$ cat config.mk
export PLATFORM = sky130hd
export DESIGN_NAME = event_queue_ctrl
export DESIGN_NICKNAME = d
export VERILOG_FILES = /design/src/rtl/dvs_ravens_pkg.sv /design/src/rtl/event_queue_ctrl.sv
export SDC_FILE = /design/constraint.sdc
export NUM_CORES = 1
export LEC_CHECK = 0
export CORE_MARGIN = 2
export CORE_UTILIZATION = 41
export CTS_BUF_LIST = sky130_fd_sc_hd__clkbuf_8
export DETAILED_ROUTE_END_ITERATION = 7
export PLACE_DENSITY = 0.85
export SLEW_MARGIN = 0
export SYNTH_ARGS = -nofsm -noshare
export SYNTH_HDL_FRONTEND = slang
export SYNTH_SLANG_ARGS = --single-unit
$ cat constraint.sdc
create_clock -name clk -period 3.5 [get_ports clk]
set_input_delay 0.7 -clock clk [delete_from_list [all_inputs] [get_ports clk]]
set_output_delay 0.7 -clock clk [all_outputs]
set_load 0.005 [all_outputs]
$ cat src/rtl/dvs_ravens_pkg.sv
// Shared DVS/Ravens parameters and event/address types.
package dvs_ravens_pkg;
  localparam int EVENT_QUEUE_DEPTH = 16;
  localparam int EVENT_BITS        = 32;
  localparam int EQ_ADDR_BITS      = $clog2(EVENT_QUEUE_DEPTH);

  typedef logic [EVENT_BITS-1:0]   event_t;
  typedef logic [EQ_ADDR_BITS-1:0] eq_addr_t;
endpackage

$ cat src/rtl/event_queue_ctrl.sv
// Circular event queue controller over a single-port SRAM; pop register loads 2 cycles after a read is granted.
// Backpressure: push_ready drops when full or when a prefetch read owns the SRAM port this cycle.
module event_queue_ctrl
  import dvs_ravens_pkg::*;
#(
  parameter  int DEPTH  = EVENT_QUEUE_DEPTH,
  parameter  int WIDTH  = EVENT_BITS,
  parameter  int DROP_W = 16,
  localparam int AW     = $clog2(DEPTH),
  localparam int CW     = AW + 1
) (
  input  logic              clk,
  input  logic              rst_n,
  input  logic              push_valid,
  input  logic [WIDTH-1:0]  push_data,
  output logic              push_ready,
  output logic              pop_valid,
  output logic [WIDTH-1:0]  pop_data,
  input  logic              pop_ready,
  output logic [AW-1:0]     sram_addr,
  output logic [WIDTH-1:0]  sram_din,
  output logic              sram_wr_en,
  output logic              sram_sense_en,
  input  logic [WIDTH-1:0]  sram_dout,
  output logic [CW-1:0]     count,
  output logic              full,
  output logic              empty,
  output logic [DROP_W-1:0] drop_cnt
);

  logic [AW-1:0]     wr_ptr_q, wr_ptr_d;
  logic [AW-1:0]     rd_ptr_q, rd_ptr_d;
  logic [CW-1:0]     count_q, count_d;
  logic              rd_pending_q;
  logic              pop_valid_q, pop_valid_d;
  logic [WIDTH-1:0]  pop_data_q, pop_data_d;
  logic [DROP_W-1:0] drop_cnt_q, drop_cnt_d;

  logic rd_req;
  logic wr_gnt;
  logic drop;

  assign full  = (count_q == CW'(DEPTH));
  assign empty = (count_q == '0);

  // Prefetch only when the output register is free (or being emptied) by the time the data returns.
  assign rd_req     = !empty && !rd_pending_q && (!pop_valid_q || pop_ready);
  assign push_ready = rst_n && !full && !rd_req;
  assign wr_gnt     = push_valid && push_ready;
  assign drop       = push_valid && !push_ready;

  assign sram_wr_en    = wr_gnt;
  assign sram_sense_en = rd_req;
  assign sram_addr     = wr_gnt ? wr_ptr_q : rd_ptr_q;
  assign sram_din      = push_data;

  always_comb begin
    wr_ptr_d    = wr_ptr_q;
    rd_ptr_d    = rd_ptr_q;
    count_d     = count_q;
    pop_valid_d = pop_valid_q;
    pop_data_d  = pop_data_q;
    drop_cnt_d  = drop_cnt_q;

    if (wr_gnt) begin
      wr_ptr_d = wr_ptr_q + AW'(1);
      count_d  = count_q + CW'(1);
    end else if (rd_req) begin
      rd_ptr_d = rd_ptr_q + AW'(1);
      count_d  = count_q - CW'(1);
    end

    // A returning read overrides a same-cycle consume of the previous word.
    if (rd_pending_q) begin
      pop_valid_d = 1'b1;
      pop_data_d  = sram_dout;
    end else if (pop_valid_q && pop_ready) begin
      pop_valid_d = 1'b0;
    end

    if (drop && !(&drop_cnt_q)) begin
      drop_cnt_d = drop_cnt_q + DROP_W'(1);
    end
  end

  always_ff @(posedge clk or negedge rst_n) begin
    if (!rst_n) begin
      wr_ptr_q     <= '0;
      rd_ptr_q     <= '0;
      count_q      <= '0;
      rd_pending_q <= 1'b0;
      pop_valid_q  <= 1'b0;
      pop_data_q   <= '0;
      drop_cnt_q   <= '0;
    end else begin
      wr_ptr_q     <= wr_ptr_d;
      rd_ptr_q     <= rd_ptr_d;
      count_q      <= count_d;
      rd_pending_q <= rd_req;
      pop_valid_q  <= pop_valid_d;
      pop_data_q   <= pop_data_d;
      drop_cnt_q   <= drop_cnt_d;
    end
  end

  assign pop_valid = pop_valid_q;
  assign pop_data  = pop_data_q;
  assign count     = count_q;
  assign drop_cnt  = drop_cnt_q;

endmodule

# After elaboration in Yosys (flattened, before gate mapping)
# Cells that the tools add are included.
[totals]
ff_bits = 63
latchBits = 0
ramBits = 0
romBits = 0
output_inout_bits = 95
word_cells = 40
mem_count = 0
[op_classes]
n_addsub = 5
n_mul = 0
n_div = 0
magnitude_cmp = 0
eq_ne = 1
n_shift = 0
mux = 5
bitwise_logic = 1
reduce_logical = 21
[ops]
columns = ["cell", "n"]
rows = [
  ["$add A16 B1 Y16 const B", 1],
  ["$reduce_and A16 Y1", 1],
  ["$mux W5", 2],
  ["$add A4 B1 Y4 const B", 2],
  ["$logic_and A1 B1 Y1", 8],
  ["$logic_not A1 Y1", 7],
  ["$add A5 B1 Y5 const B", 1],
  ["$eq A5 B5 Y1 const B", 1],
  ["$logic_not A5 Y1", 1],
  ["$sub A5 B1 Y5 const B", 1],
  ["$mux W4", 1],
  ["$reduce_bool A2 Y1", 2],
  ["$mux W1", 2],
  ["$reduce_and A2 Y1", 1],
  ["$logic_or A1 B1 Y1", 1],
  ["$not A1 Y1", 1],
]

# Logic depth before layout (Yosys ltp)
[depth]
word_depth = 9
depth_mapped = 10
depth_no_buf = 9

# Worst setup path after synthesis
# OpenSTA, ideal clock, no wires.
[synth_path]
kind = "input to register"
from = "in pop_ready"
to = "reg count_q[4] (netlist: count[4])"
t_arrival_ns = 2.564
path_slack_ns = 0.856
stages = 10
n_path_buf = 1
cell_sequence = "inv_1 -> a21o_1 -> o211a_2 -> buf_2 -> inv_1 -> fa_1 -> a21o_1 -> a21oi_1 -> mux2i_1 -> xnor2_1"
[synth_between]
elab_chain_cells = 6
[synth_lines]
columns = ["item", "line_no", "rtl"]
rows = [
  ["start, declared", "event_queue_ctrl.sv:19", "input logic pop_ready,"],
  ["$logic_or A1 B1 Y1 (*)", "event_queue_ctrl.sv:47", "assign rd_req = !empty && !rd_pending_q && (!pop_valid_q || pop_ready);"],
  ["$logic_and A1 B1 Y1 (*)", "event_queue_ctrl.sv:47", ""],
  ["$logic_not A1 Y1 (*)", "event_queue_ctrl.sv:48", "assign push_ready = rst_n && !full && !rd_req;"],
  ["$logic_and A1 B1 Y1 (*)", "event_queue_ctrl.sv:48", ""],
  ["$logic_and A1 B1 Y1 (*)", "event_queue_ctrl.sv:49", "assign wr_gnt = push_valid && push_ready;"],
  ["via sram_wr_en", "event_queue_ctrl.sv:22", "output logic sram_wr_en,"],
  ["$mux W5 / $reduce_bool A2 Y1 (equally long branches)", "n/a", ""],
  ["end signal, assigned", "event_queue_ctrl.sv:98", "count_q <= count_d;"],
  ["end, declared", "event_queue_ctrl.sv:33", "logic [CW-1:0] count_q, count_d;"],
]
# Mark *: on every way through the listed nets, which the timed path passes. The rest lies on a longest branch.
# A chain may end at the register's enable or synchronous reset.

# Worst setup path after layout
[layout_path]
from = "in pop_ready"
to = "out sram_addr[0]"
[layout_between]
elab_chain_cells = 6
[layout_lines]
columns = ["item", "line_no", "rtl"]
rows = [
  ["$logic_or A1 B1 Y1", "event_queue_ctrl.sv:47", ""],
  ["$logic_and A1 B1 Y1", "event_queue_ctrl.sv:47", ""],
  ["$logic_not A1 Y1", "event_queue_ctrl.sv:48", ""],
  ["$logic_and A1 B1 Y1", "event_queue_ctrl.sv:48", ""],
  ["$logic_and A1 B1 Y1", "event_queue_ctrl.sv:49", ""],
  ["$mux W4", "event_queue_ctrl.sv:54", "assign sram_addr = wr_gnt ? wr_ptr_q : rd_ptr_q;"],
  ["end, declared", "event_queue_ctrl.sv:20", "output logic [AW-1:0] sram_addr,"],
]
# Every way passes these cells.

==> flow_summary_export.csv <==
group,metric,value,unit
status,outcome,"completed",
clocking,numCtsBuffers,9,
clocking,htree_levels,3,
power,p_switching,1.06,mW
place,port_buffers,98,
synthesis,synth_warnings,0,
clocking,cts_resized,0,
place,hpwlAfterDp,4740,um
grt,antenna_found_initial,0,
timing,rsz0062_at_grt,"no",
job,cap_violations,0,
setup_path,cp_max_fo,11,
power,peakVddDrop,0.000405,V
floorplan,ios,163,
cells_and_area,multi_input_area,1240,um2
floorplan,dieArea,8270,um2
synthesis,async_flop_share,100,%
grt,grt_overflow,0,
power,seq_power_share,37.6,%
setup_path,ff2ff_path_depth,8,
clocking,hold_buffers,0,
synthesis,synth.avg_cell_area,13.5,um2
synthesis,synth_seq_cells,63,
synthesis,yosysSeqAreaShare,50.9,%
setup_path,arrival,2.59,ns
timing,final.setup.tns,0,ns
clocking,clock_latency,0.33,ns
cells_and_area,antenna_cells,0,
hold_path,holdCritStartpoint,"wr_ptr_q[3]$_DFFE_PN0P_",
grt,grtUsageTotal,16.6,%
power,power_frac_comb,44.4,%
power,p_sw_share,30.7,%
cells_and_area,final_area,4160,um2
timing,skew,0.0100,ns
route,drc_errors,0,
place,place_area,3960,um2
cells_and_area,regArea,1580,um2
timing,hold_viol,0,
hold_path,min_path_type,"flip-flop to flip-flop",
hold_path,whs_endpoint,"wr_ptr_q[3]$_DFFE_PN0P_",
power,intPower,2.40,mW
synthesis,yosysTopAreaCellShare,50.9,%
setup_path,rr_endpoint,"count[4]$_DFFE_PN0P_",
place,pre_cts_ws,0.206,ns
route,wire_per_inst,15.9,um
clocking,cts_root_buf,"clkbuf_8",
route,num_vias,2003,
cells_and_area,drive_gt1_share,25.7,%
power,pwr_density_cell,831,nW/um2
synthesis,synth_edf_count,0,
power,p_clk_share,18.1,%
route,wl,6540,um
grt,grt_max_degree,64,
setup_path,r2r_slack,0.74,ns
route,ant_nets,0,
timing,clock.fmax,304,MHz
cells_and_area,fin_nets,381,
setup_path,crit_required,2.80,ns
grt,grt_pass1_vias,2177,
synthesis,synth_ff_type,"dfrtp_1",
synthesis,syn-cell-area,3100,um2
cells_and_area,syn_to_final_growth,34.3,%
synthesis,synth_area_leaders,"dfrtp_1, mux2_2, buf_4, xor2_1, mux2_1",
clocking,cts_setup_buffers,0,
clocking,cts_tree,"done",
timing,tightest_slew,0.788,ns
timing,fin_crit,3.29,ns
power,leakagePower,1.77,nW
cells_and_area,fill_cells,655,
setup_path,timing.rr.start,"count[1]$_DFFE_PN0P_",
floorplan,coreArea,7290,um2
timing,relSlewSlack,47.5,%
synthesis,syn_nets,305,
synthesis,synth_common_cells,"dfrtp_1, mux2_2, buf_4, xor2_1, nand2_1",
timing,maxSlewViolCount,0,
setup_path,setup.worst_path.start_class,"primary input",
setup_path,path_cells,"clkdlybuf4s50_1, inv_1, a21o_1, o211a_2, mux2_1, clkdlybuf4s50_1",
route,dr.pass1.iters,4,
clocking,cts.sinks,63,
timing,fin_ws,0.209,ns
route,viasPerCell,4.89,
synthesis,synthCells,230,
clocking,clk_path_buf_depth,2,
clocking,cts.clk_slew.worst_paths,0.07,ns
timing,setup_viol,0,
route,drt_iter0_markers,20,
floorplan,dieHeight,90.9,um
hold_path,hold_depth,1,
setup_path,max_stage_delay,0.47,ns
timing,finalCritPeriodShare,94.0,%
setup_path,cp-end-kind,"primary output",
floorplan,die_x,90.9,um
setup_path,path_class,"primary input to primary output",
floorplan,start_util,42.5,%
setup_path,slowest_stage,"clkdlybuf4s50_1",
synthesis,ys_types,36,
grt,grt_pass1_wl,10900,um
floorplan,num_rows,31,
place,gp_congestion,0.820,
synthesis,synth.most_common_cell,"dfrtp_1",
setup_path,crit_top_cell,"clkdlybuf4s50_1",
synthesis,yosys.area.top_type,"dfrtp_1",
## registers in the layout, summed over array words and instances, names as in the netlist
| register | count |
|---|---|
| wr_ptr_q | 4 |
| rd_pending_q | 1 |
| count | 5 |
| rd_ptr_q | 4 |
| drop_cnt | 16 |
| pop_data | 32 |
| pop_valid | 1 |
## per-layer routing
layer  share of wire (%)  vias up  track usage, %
li1                    -      922               -
met2                  50       79            27.9
met3                 5.4       23            4.34
met4                 2.7        0            7.83
met1                  42      979            19.7
met5                   0        -               0
## cells in the final DEF, fill, tap and decap left out, types with 4 or more instances in the layout
master,count
mux2_2,34
buf_4,5
nor3b_2,5
clkdlybuf4s50_1,97
and3_1,5
ha_1,6
mux2_1,7
nand2_1,8
clkbuf_8,10
xnor2_1,7
nand4_1,4
dfrtp_1,63
xor2_1,18
## area by class of cell
cell class                      count  share of cell area [%]
Timing Repair Buffer              103                    24.4
Clock inverter                      6                    1.44
Tap cell                           99                    2.98
Clock buffer                       10                    3.31
Multi-Input combinational cell    126                    29.8
Sequential cell                    63                    37.9
Inverter                            3                   0.271
## through the flow
step | power [mW] | util, % | cells | hold slack, ns
global route | 3.71 | 57.1 | 410 | 0.499
floorplan | 2.04 | - | 230 | 0.404
detailed placement | 2.86 | 54.4 | 394 | 0.466
global placement | 2.80 | 54.4 | 394 | 0.462
CTS | 3.51 | 57.1 | 410 | 0.481
finish | 3.46 | 57.1 | 410 | 0.473
## cells by family after synthesis
kind of cell	after synthesis	synth area share [%]
DFF	63	50.9
AOI/OAI and AO/OA	10	3.19
adders and majority gates	7	3.07
and+or+nand+nor	41	10.9
buffers and inverters	41	9.13
muxes	43	15.7
xor gates and xnor gates	25	7.07
## worst max path at each step
stage | end | startpoint
5_1_grt | sram_addr[0] | pop_ready
2_1_floorplan | count[4]$_DFFE_PN0P_ | pop_ready
6_report | sram_addr[0] | pop_ready
3_5_place_dp | sram_addr[0] | pop_ready
3_3_place_gp | sram_addr[2] | pop_ready
4_1_cts | sram_addr[0] | pop_ready
## critical path: cells and delay by family
| family | cells | cell delay (ns) |
|---|---|---|
| AOI/OAI and AO/OA | 2 | 0.60 |
| muxes | 1 | 0.34 |
| buffers and inverters | 3 | 0.95 |
## power by group through the flow
| stage | sequential (mW) | clock (mW) | combinational, mW |
|---|---|---|---|
| after CTS | 1.30 | 0.651 | 1.56 |
| after global routing | 1.35 | 0.687 | 1.67 |
| final | 1.30 | 0.625 | 1.53 |
| after detailed placement | 1.31 | 0 | 1.55 |
| after floorplan | 1.29 | 0 | 0.753 |
| after global placement | 1.30 | 0 | 1.50 |
(Power assumes the default switching activity.)
